$ cat src/rtl/control_sequencer_if.sv
// control_sequencer_if: step/opcode/flag inputs and control-word/status outputs of the sequencer
// slave modport is the sequencer side; master modport is the driver/observer side.
interface control_sequencer_if;
  logic        step_en;
  logic [3:0]  opcode;
  logic        cf;
  logic        zf;
  logic [14:0] control_signals;
  logic [2:0]  t_state;
  logic        halted;
  modport slave (input step_en, opcode, cf, zf, output control_signals, t_state, halted);
  modport master (output step_en, opcode, cf, zf, input control_signals, t_state, halted);
endinterface

$ cat src/rtl/control_sequencer.sv
// control_sequencer: SAP-style microcode sequencer emitting a 15-bit control word per T-state
// Ports: clk, rst (sync, active-high), bus (slave: step_en, opcode, cf, zf in; control_signals, t_state, halted out).
// SEQ_EARLY_END_EN: when defined, instructions return to T0 right after their last step;
// otherwise every instruction runs T0..T5 (HLT still halts at T2).
module control_sequencer #(
  parameter int          NUM_T    = 6,
  parameter logic [14:0] NOP_WORD = 15'h0FE3
) (
  input logic               clk,
  input logic               rst,
  control_sequencer_if.slave bus
);
  localparam logic [2:0] T0 = 3'd0, T1 = 3'd1, T2 = 3'd2, T3 = 3'd3, T4 = 3'd4;
  localparam logic [2:0] T5 = 3'(NUM_T - 1);
  // Strobe masks: asserting a strobe flips its bit away from the idle word.
  localparam logic [14:0] CP = 15'h4000, EP = 15'h2000, LP = 15'h1000, LMA = 15'h0800,
                          LMD = 15'h0400, CE = 15'h0200, LR = 15'h0100, LI = 15'h0080,
                          EI = 15'h0040, LA = 15'h0020, EA = 15'h0010, SUB = 15'h0008,
                          EU = 15'h0004, LB = 15'h0002, LO = 15'h0001;
  logic [2:0]  t_q, t_d, last_t;
  logic        halted_q, halted_d, hlt, adv;
  logic [14:0] act;
  always_comb begin
    act = '0;
    case (t_q)
      T0: act = EP | LMA;
      T1: act = CE | LI | CP;
      T2: case (bus.opcode)
        4'h1, 4'h2, 4'h3, 4'h4: act = EI | LMA;
        4'h5: act = EI | LA;
        4'h6: act = EI | LP;
        4'h7: act = bus.cf ? (EI | LP) : '0;
        4'h8: act = bus.zf ? (EI | LP) : '0;
        4'hE: act = EA | LO;
        default: act = '0;
      endcase
      T3: case (bus.opcode)
        4'h1: act = CE | LA;
        4'h2, 4'h3: act = CE | LB;
        4'h4: act = EA | LMD;
        default: act = '0;
      endcase
      T4: case (bus.opcode)
        4'h2: act = EU | LA;
        4'h3: act = EU | LA | SUB;
        4'h4: act = LR;
        default: act = '0;
      endcase
      default: act = '0;
    endcase
  end
`ifdef SEQ_EARLY_END_EN
  assign last_t = (bus.opcode == 4'h1) ? T3 : (bus.opcode inside {4'h2, 4'h3, 4'h4}) ? T4 : T2;
`else
  assign last_t = T5;
`endif
  assign hlt      = (t_q == T2) && (bus.opcode == 4'hF);
  assign adv      = bus.step_en && !halted_q;
  // >= guards against an opcode change mid-instruction shortening the last step.
  assign t_d      = !adv ? t_q : (hlt || t_q >= last_t || t_q == T5) ? T0 : t_q + 3'd1;
  assign halted_d = halted_q | (adv & hlt);
  always_ff @(posedge clk) begin
    if (rst) begin
      t_q      <= T0;
      halted_q <= 1'b0;
    end else begin
      t_q      <= t_d;
      halted_q <= halted_d;
    end
  end
  assign bus.control_signals = (rst || halted_q || !bus.step_en) ? NOP_WORD : NOP_WORD ^ act;
  assign bus.t_state         = t_q;
  assign bus.halted          = halted_q;
endmodule

$ cat src/flat_wrapper.sv
// flat-port wrapper written by rule: the top's interface ports become plain ports
module control_sequencer_flat 
#(
  parameter int          NUM_T    = 6,
  parameter logic [14:0] NOP_WORD = 15'h0FE3
)
  (clk, rst, bus_step_en, bus_opcode, bus_cf, bus_zf, bus_control_signals, bus_t_state, bus_halted);
  control_sequencer_if bus_i ();
  input logic clk;
  input logic rst;
  input wire logic [$bits(bus_i.step_en)-1:0] bus_step_en;
  input wire logic [$bits(bus_i.opcode)-1:0] bus_opcode;
  input wire logic [$bits(bus_i.cf)-1:0] bus_cf;
  input wire logic [$bits(bus_i.zf)-1:0] bus_zf;
  output wire logic [$bits(bus_i.control_signals)-1:0] bus_control_signals;
  output wire logic [$bits(bus_i.t_state)-1:0] bus_t_state;
  output wire logic [$bits(bus_i.halted)-1:0] bus_halted;
  assign bus_i.step_en = bus_step_en;
  assign bus_i.opcode = bus_opcode;
  assign bus_i.cf = bus_cf;
  assign bus_i.zf = bus_zf;
  assign bus_control_signals = bus_i.control_signals;
  assign bus_t_state = bus_i.t_state;
  assign bus_halted = bus_i.halted;
  control_sequencer #(.NUM_T(NUM_T), .NOP_WORD(NOP_WORD)) u_core (.clk(clk), .rst(rst), .bus(bus_i));
endmodule
$ cat config.mk
export PLATFORM = sky130hd
export DESIGN_NAME = control_sequencer_flat
export DESIGN_NICKNAME = d
export VERILOG_FILES = /design/src/rtl/control_sequencer_if.sv /design/src/rtl/control_sequencer.sv /design/src/flat_wrapper.sv
export SDC_FILE = /design/constraint.sdc
export NUM_CORES = 1
export LEC_CHECK = 0
export CELL_PAD_IN_SITES_DETAIL_PLACEMENT = 0
export CELL_PAD_IN_SITES_GLOBAL_PLACEMENT = 1
export CORE_ASPECT_RATIO = 0.75
export CORE_UTILIZATION = 28
export DETAILED_ROUTE_END_ITERATION = 8
export PLACE_DENSITY = 0.74
export SLEW_MARGIN = 20
export SYNTH_ARGS = -nofsm -noshare
export SYNTH_HDL_FRONTEND = slang
export SYNTH_SLANG_ARGS = --single-unit
$ cat constraint.sdc
create_clock -name clk -period 2.8 [get_ports clk]
set_clock_uncertainty 0.2 [all_clocks]
set_input_delay 0.7 -clock clk [delete_from_list [all_inputs] [get_ports clk]]
set_output_delay 0.7 -clock clk [all_outputs]
set_load 0.005 [all_outputs]
Word-level counts from Yosys, hierarchy flattened --
Index checks and enable logic that the tools add are counted.
Storage, ports and cells: register bits 4, input port bits 9, output and inout bits 19, word-level logic and storage cells 41
Cells by class: $add $sub $neg 1, order comparisons 1, eq/ne operators 15, mux-type cells 8, bitwise gates (word level) 3, reductions and logical operators 11
Operators by type and width (number):
- 15-bit one-hot mux with 6 select lines | 1
- 15-bit one-hot mux with 5 select lines | 1
- 11-bit one-hot mux with 3 select lines | 1
- 9-bit one-hot mux with 3 select lines | 1
- 13-bit two-way mux | 2
- 4-bit by 3-bit equality test with 1-bit output (second input constant) | 4
- 15-bit two-way mux | 1
- 4-bit equality test (second input constant) | 3
- 9-bit inverter | 1
- 4-bit by 2-bit equality test with 1-bit output (second input constant) | 2
- 3-bit by 2-bit equality test with 1-bit output (second input constant) | 2
- 3-bit equality test (second input constant) | 2
- 4-bit by 1-bit equality test with 1-bit output (second input constant) | 1
- 1-bit logical OR | 4
- 4-bit OR reduction | 1
- 3-bit by 1-bit adder with 3-bit output (second input constant) | 1
- 3-bit by 1-bit equality test with 1-bit output (second input constant) | 1
- 3-bit >= comparator (second input constant) | 1
- 3-bit zero test | 1
- 3-bit two-way mux | 1
- 1-bit logical AND | 2
- 1-bit zero test | 2
- 2-bit OR reduction | 1
- 1-bit AND | 1
- 1-bit bitwise OR | 1

Depth between registers and ports, before layout --
Gate-level depths: netlist (run 1).
depth in word-level cells 6, depth in mapped cells 6, depth with buffers taken out 5

Worst setup path after synthesis (run 1) --
Ideal clock, no wire load.
kind input to output, from input rst, to output bus_control_signals[6], data arrival time 1.701 ns, required time 1.900 ns, path slack 0.199 ns, stages 4, buffers on the path 1, cells stage by stage buf_6 > nor4b_4 > nand2_1 > or4b_1
Between the ends: word-level cells in the longest chain between the ends 3
RTL lines:
- start: declaration | RTL line flat_wrapper.sv:10 | input logic rst;
- 1-bit logical OR (2 in series) | RTL line control_sequencer.sv:71 | assign bus.control_signals = (rst || halted_q || !bus.step_en) ? NOP_WORD : NOP_WORD ^ act;
- 15-bit two-way mux | RTL line control_sequencer.sv:71
- end: declaration | RTL line flat_wrapper.sv:15 | output wire logic [$bits(bus_i.control_signals)-1:0] bus_control_signals;
No other way between the ends.

Worst setup path after layout (run 1) --
from input bus_opcode[0], to output bus_control_signals[12]
Between the ends: word-level cells in the longest chain between the ends 5, elaborated cells on any way between the ends 13, those cells by class eq/ne: 9; mux: 3; reduce/logical: 1
RTL lines:
- start: declaration | RTL line flat_wrapper.sv:12 | input wire logic [$bits(bus_i.opcode)-1:0] bus_opcode;
- 4-bit by 1-bit equality test with 1-bit output, or another cell as far along | RTL line control_sequencer.sv:28 | T2: case (bus.opcode)
- 4-bit OR reduction | RTL line control_sequencer.sv:28
- 15-bit one-hot mux with 6 select lines * | RTL line control_sequencer.sv:28
- 15-bit one-hot mux with 5 select lines * | RTL line control_sequencer.sv:25 | case (t_q)
- 15-bit two-way mux * | RTL line control_sequencer.sv:71
Every way passes the cells marked *; elsewhere a longest branch is shown, timed or not.

==> qor.yml, run 1 <==
run_status: "complete, no violations"
hold_end: "u_core.bus.t_state[1]"
synth_ff_type: "dfxtp_1"
synthCells: 80
num_vias: 770
end_kind: "primary output"
overflow: 0
critPathArrivalTime_ns: 1.85
critPathKind: "in2out"
syn_area_um2: 627
synth_cell_type_count: 43
yosys-top-cells-area: "dfxtp_1, ha_1, nor4b_4"
final_nets: 140
fmax_mhz: 364
p_per_area_nw_per_um2: 229
place.gp.congestion: 0.797
die_h_um: 43.0
cts_sinks: 4
firstDrtPassIters: 4
worstPathCellList: "dlygate4sd2_1 > or3_1 > a21oi_2 > a311oi_1 > dlygate4sd2_1"
r2r_start: "u_core.bus.t_state[0]"
tightest_slew_ns: 0.312
io-pin-count: 28
hold_viol: 0
dieArea_um2: 2430
drive_above_1_share_pct: 37.9
rrSetupSlack_ns: 1.19
cts_made_buffers: 3
required_ns: 1.90
diodes: 0
worst-r2r-cell-count: 5
hold_depth: 2
ir_drop_mv: 0.219
multi_input_area_um2: 522
drcViolationCount: 0
hold_start: "u_core.bus.t_state[1]"
leakage_nw: 0.475
antenna_found_initial: 0
syn_to_final_growth_pct: 71.5
drt_iter0_markers: 19
ys_seq_area_share_pct: 12.8
rsz0062_at_grt: "false"
start_kind: "primary input"
nFillCells: 202
ant_nets: 0
timing.rr.end: "u_core.bus.t_state[1]"
grt_start_max_net_pins: 12
grt_usage_pct: 16.0
synth_edf_count: 0
critPathMaxFanout: 3
detailed_place_hpwl_um: 1470
fin_hold_ws_ns: 0.324
crit_top_cell: "dlygate4sd2_1"
insertion_delay_ns: 0.24
layout_common_cells: "buf_4, dlygate4sd2_1, inv_1"
hp-class: "reg2reg"
grt_pass1_vias: 712
cp_top_family: "buffers and inverters"
drt-wirelength-per-cell_um: 12.9
netlist.top_cell.by_area: "dfxtp_1"
cts.path.max_buffers: 2
routed_wirelength_um: 1900
die_w_um: 56.6
clockRootBuffer: "clkbuf_4"
synth_top_area_share_pct: 12.8
yosys_warnings: 0
min_period_ns: 2.75
report.final.slew_viol_count: 0
cp.buffers_inverters: 2
final.period_utilization_pct: 98.1
grt_pass1_wl_um: 3130
routed_via_density: 5.20
ys_async_sr_fraction_pct: 0
cts_tree: "done"
cap_violations: 0
synth_nets: 94
num_rows: 14
core_um2: 2050
start_util_pct: 30.6
crit_path_top_delay_cell: "or3_1"
slew_headroom_pct: 79.0
mostFrequentLayoutCell: "buf_4"
setup_viol_count_final: 0
clk_pin_slew_ns: 0.04
fin_area_um2: 1070
syn_area_per_cell_um2: 7.84
place_area_um2: 1010
regArea_um2: 82.6
max_stage_delay_ns: 0.39
synth-seq-cells: 4
htree_levels: 1
portBuffers: 27
tightest hold or removal path: cells and delay by family (launching register included):
family / cells / cell delay [ns]
DFF: 1 / 0.34
and+or+nand+nor: 1 / 0.08
AOI/OAI and AO/OA: 1 / 0.06
kinds of logic (layout without fill, tap and decap cells):
| family | after synthesis | in the layout | share of synthesized area, % |
|---|---|---|---|
| DFF | 4 | 4 | 12.8 |
| adders and majority gates | 5 | 5 | 9.98 |
| AOI/OAI and AO/OA | 17 | 17 | 19.2 |
| buffers and inverters | 12 | 56 | 9.58 |
| and+or+nand+nor | 42 | 42 | 48.5 |
cell usage after synthesis, types with 2 or more instances:
cell type  n
nor2_1     5
inv_1      6
and2_2     2
nand4b_1   2
o211ai_1   2
nand3b_1   3
or3_1      3
nand3_1    3
clkbuf_1   4
dfxtp_1    4
nand2_1    3
o41ai_1    2
ha_1       5
nand4_1    2
buf_6      2
o21ai_0    4
nor3_1     2
power breakdown:
| group | switching, mW | internal (mW) |
|---|---|---|
| combinational | 0.0502 | 0.0573 |
| clock | 0.0260 | 0.0481 |
| sequential | 0.00355 | 0.0605 |
routing by layer:
metal  wire, um  GRT usage (%)  up-vias  share of wire, %
li1           -              -      393                 -
met1        989           23.2      364                52
met2        860           25.6       13                45
met3         52           2.74        0               2.7
met4          0           1.46        0                 0
met5          0              0        -                 0
area by class of cell:
cell class                      instances  share of cell area (%)
Multi-Input combinational cell         64                    48.5
Tap cell                               24                    2.79
Inverter                                6                    2.10
Sequential cell                         4                    7.68
Timing Repair Buffer                   47                    36.8
Clock buffer                            3                    2.10
sequential cells by signal, summed over array words and instances, names as in the netlist:
name	cells
u_core.bus.t_state	3
u_core.bus.halted	1
how the worst max path moves through the flow:
stage | startpoint | end | slack, ns | cells past startpoint
2_1_floorplan | rst | bus_control_signals[6] | 0.20 | 4
3_3_place_gp | rst | bus_control_signals[6] | -0.64 | 5
3_5_place_dp | rst | bus_control_signals[6] | -0.65 | 5
4_1_cts | rst | bus_control_signals[6] | -0.007 | 5
5_1_grt | bus_opcode[0] | bus_control_signals[12] | 0.009 | 5
6_report | bus_opcode[0] | bus_control_signals[12] | 0.05 | 5
through the flow:
stage	TNS, ns	instances	utilization, %	power [mW]	setup slack (ns)
floorplan	0	80	-	0.113	0.199
global placement	-7.25	141	49.3	0.164	-0.639
detailed placement	-7.41	141	49.3	0.166	-0.646
CTS	-0.00674	147	52.7	0.244	-0.00674
global route	0	148	52.4	0.260	0.00948
finish	0	148	52.4	0.246	0.0546
repair_timing:
item                                    in CTS  in global routing
pin swaps                                    5                  5
hold buffers                                 0                  0
endpoints found under the setup margin      15                 10
cloned                                       0                  1
gates resized for setup                     48                 13
buffers inserted                             3                  0
Power figures use the tool's default switching activity.
==> run 2, diff against run 1 <==
CORE_ASPECT_RATIO = not set   (was 0.75)
==> run 2 against run 1 <==
Effect of this change: cell count rose by 5.4%; wire length rose by 7.5%; sequential power barely moved; die area barely moved; critical endpoint is now bus_control_signals[6].
==> qor.yml, run 2 (synthesized netlist as in run 1, its figures left out) <==
dp_cells: 146
cts_sinks: 4
cts_made_buffers: 3
die_w_um: 49.3
critPathKind: "in2out"
drt-wirelength-per-cell_um: 13.1
grt_pass1_wl_um: 3230
dieArea_um2: 2430
grt_pass1_vias: 758
routed_via_density: 5.09
setup_viol_count_final: 0
portBuffers: 27
r2r_start: "u_core.bus.t_state[0]"
num_rows: 16
hold_depth: 2
htree_levels: 1
routed_wirelength_um: 2040
postCtsHoldBufs: 0
drt_iter0_markers: 11
p_per_area_nw_per_um2: 224
cts_tree: "done"
largest_reg_flops: 3
antenna_found_initial: 0
core_um2: 2040
clk_pin_slew_ns: 0.05
leakage_nw: 0.496
p_total_uw: 254
grt_util_met1_pct: 20.6
overflow: 0
firstDrtPassIters: 4
die_h_um: 49.3
ir_drop_mv: 0.202
globalRouteMet3Util_pct: 5.30
drcViolationCount: 0
start_kind: "primary input"
diodes: 0
detailed_place_hpwl_um: 1430
cap_violations: 0
hold_viol: 0
run_status: "complete, no violations"
insertion_delay_ns: 0.24
critPathArrivalTime_ns: 1.85
fin_cells: 156
fmax_mhz: 364
layout_common_cells: "buf_4, dlygate4sd2_1, inv_1"
final.period_utilization_pct: 98.2
hold_end: "u_core.bus.t_state[1]"
cts.path.max_buffers: 2
report.final.slew_viol_count: 0
grt.busiest_layer: "met2"
nFillCells: 207
rrSetupSlack_ns: 1.11
timing.rr.end: "u_core.bus.t_state[2]"
final_nets: 145
grt_usage_pct: 17.0
slew_headroom_pct: 82.1
hp-class: "reg2reg"
end_kind: "primary output"
syn_to_final_growth_pct: 81.0
use_met2_pct: 29.2
place.gp.congestion: 0.784
num_vias: 794
drive_above_1_share_pct: 41.1
min_period_ns: 2.75
start_util_pct: 30.7
critPathMaxFanout: 3
worst-r2r-cell-count: 5
io-pin-count: 28
hold_start: "u_core.bus.t_state[1]"
tightest_slew_ns: 0.264
required_ns: 1.90
grt_start_max_net_pins: 10
mostFrequentLayoutCell: "buf_4"
ant_nets: 0
clockRootBuffer: "clkbuf_4"
-- run 2: routing by layer --
layer / vias to the layer above / share of wire [%]
li1: 402 / -
met3: 0 / 5.1
met5: - / 0
met4: 0 / 0
met2: 19 / 49
met1: 373 / 45
-- run 2: worst max path at each step --
stage / to / cells after the start / startpoint
3_5_place_dp: bus_control_signals[3] / 7 / rst
4_1_cts: bus_control_signals[5] / 7 / bus_opcode[2]
2_1_floorplan: bus_control_signals[6] / 4 / rst
6_report: bus_control_signals[6] / 5 / rst
5_1_grt: bus_control_signals[6] / 5 / bus_step_en
3_3_place_gp: bus_control_signals[3] / 7 / rst
-- run 2: stage by stage --
step | setup TNS (ns) | setup WS [ns] | hold WS, ns | instance area, um^2 | utilization, %
6_report | 0 | 0.0509 | 0.331 | 1130 | 55.6
5_1_grt | -0.00560 | -0.00560 | 0.355 | 1130 | 55.6
4_1_cts | 0 | 0.00449 | 0.335 | 1120 | 54.8
3_5_place_dp | -7.26 | -0.674 | 0.356 | 1030 | 50.4
3_3_place_gp | -7.02 | -0.638 | 0.349 | 1030 | 50.4
2_1_floorplan | 0 | 0.199 | 0.332 | 627 | -
-- run 2: final cells by class --
type                            instances  area, um^2  share of cell area (%)
Clock buffer                            3        22.5                    1.98
Inverter                                6        22.5                    1.98
Multi-Input combinational cell         64         536                    47.2
Sequential cell                         4        81.3                    7.17
Tap cell                               27        33.8                    2.98
Timing Repair Buffer                   52         439                    38.7
-- run 2: power breakdown --
part	internal (mW)	switching (mW)
Combinational	0.0627	0.0515
Sequential	0.0602	0.00371
Clock	0.0482	0.0273
Total	0.171	0.0825
-- run 2: critical path: stages --
cell	delay (ns)
buf_2	0.13
nor4b_4	0.29
nand2_1	0.12
or4b_1	0.47
buf_2	0.14
-- run 2: what timing repair did --
action | in CTS | in global routing
gates resized for setup | 59 | 7
buffers inserted | 8 | 1
endpoints found under the setup margin | 15 | 5
pin swaps | 11 | 5
==> run 3, diff against run 2 <==
CORE_MARGIN = 10   (was not set)
==> run 3 against run 2 <==
Effect of this change: sequential power up 0.6%; clock power fell by 6.6%; non-clock buffer count is 2 lower; critical path type unchanged; largest power group unchanged.
==> qor.yml, run 3 (synthesized netlist as in run 1, its figures left out) <==
run_status: "complete, no violations"
detailed_place_hpwl_um: 1650
start_util_pct: 28.9
firstDrtPassIters: 4
worst-r2r-cell-count: 6
routed_via_density: 5.11
htree_levels: 1
report.final.slew_viol_count: 0
tightest_slew_ns: 0.260
largest_reg_flops: 3
p_sw_share_pct: 31.5
p_int_uw: 166
p_total_uw: 243
power.switching_uw: 76.4
power_frac_comb_pct: 44.5
overflow: 0
finalSetupTns_ns: 0
cts_tree: "done"
leakage_nw: 0.477
routed_wirelength_um: 2200
die_w_um: 67.3
diodes: 0
place.gp.congestion: 0.775
cts_sinks: 4
clockRootBuffer: "clkbuf_4"
hold_viol: 0
min_period_ns: 2.74
critPathKind: "in2out"
core_um2: 2170
grt_start_max_net_pins: 10
cap_violations: 0
drt-wirelength-per-cell_um: 14.2
grt_pass1_vias: 770
fmax_mhz: 365
drive_above_1_share_pct: 39.4
cts.path.max_buffers: 2
antenna_found_initial: 0
num_rows: 17
final_nets: 143
ir_drop_mv: 0.267
mostFrequentLayoutCell: "buf_4"
portBuffers: 27
setup_slack_ns: 0.0583
final.period_utilization_pct: 97.9
clk_pin_slew_ns: 0.04
hold_depth: 2
cts_made_buffers: 3
insertion_delay_ns: 0.23
grt_pass1_wl_um: 3570
post-place-ws_ns: -0.666
io-pin-count: 28
syn_to_final_growth_pct: 76.4
layout_common_cells: "buf_4, dlygate4sd2_1, inv_1"
required_ns: 1.90
drt_iter0_markers: 22
ant_nets: 0
setup_viol_count_final: 0
die_h_um: 67.3
rsz0062_at_grt: "true"
critPathArrivalTime_ns: 1.84
critPathMaxFanout: 9
end_kind: "primary output"
p_per_area_nw_per_um2: 219
pwr-share-clk_pct: 29.1
slew_headroom_pct: 82.5
dieArea_um2: 4530
seqPwrFrac_pct: 26.5
num_vias: 792
start_kind: "primary input"
fin_hold_ws_ns: 0.367
drcViolationCount: 0
grt_usage_pct: 10.1
postCtsHoldBufs: 0
hp-class: "reg2reg"
==> run 3: changes by cell type in the layout (fill, tap and decap cells not counted), moves of 2 or more <==
| cell | delta |
|---|---|
| buf_2 | -2 |
| buf_6 | -2 |
| clkbuf_2 | +2 |
| o21ai_0 | +2 |
| o21ai_1 | -2 |
==> run 3: area by class of cell <==
class                   count  area [um^2]
well taps                  28         35.0
fillers                   223         1060
clock buffers               3         22.5
flip-flops and latches      4         80.1
repair buffers             50          414
multi-input cells          64          532
inverters                   6         22.5
==> run 3: worst paths after layout <==
kind,startpoint,to,slack (ns)
setup / recovery,bus_opcode[2],bus_control_signals[6],0.06
hold / removal,u_core.bus.t_state[2],u_core.bus.t_state[2],0.37
setup reg to reg,u_core.bus.t_state[0],u_core.bus.t_state[1],1.01
hold reg to reg,u_core.bus.t_state[2],u_core.bus.t_state[2],0.37
==> run 3: stage by stage <==
stage | instance area [um^2] | std cells | util [%]
2_1_floorplan | 627 | 80 | -
3_3_place_gp | 1040 | 149 | 48.2
3_5_place_dp | 1040 | 149 | 48.2
4_1_cts | 1110 | 155 | 51.0
5_1_grt | 1110 | 155 | 51.0
6_report | 1110 | 155 | 51.0
==> run 3: layer usage <==
| metal | vias up | routed length, um | track usage, % |
|---|---|---|---|
| met3 | 2 | 260 | 6.45 |
| met1 | 365 | 980 | 11.7 |
| met2 | 27 | 947 | 15.4 |
| met5 | - | 0 | 0 |
| met4 | 0 | 11 | 2.31 |
| li1 | 398 | - | - |
==> run 3: repair_timing <==
action | 4_1_cts | 5_1_grt
pin swaps | 5 | 2
endpoints found under the setup margin | 15 | 7
buffers inserted | 3 | 0
gates resized for setup | 52 | 8
hold endpoints to repair | 0 | 0
==> run 3: power groups by stage <==
stage	logic (mW)	registers, mW	clock network [mW]
floorplan	0.0480	0.0646	0
global placement	0.103	0.0649	0
detailed placement	0.103	0.0650	0
CTS	0.107	0.0642	0.0743
global route	0.119	0.0647	0.0782
finish	0.108	0.0643	0.0705
==> run 3: worst max-delay path, cell delays in order <==
cell             delay (ns)
clkdlybuf4s15_2        0.27
or3_1                  0.14
a21oi_1                0.08
or4b_1                 0.51
buf_2                  0.14
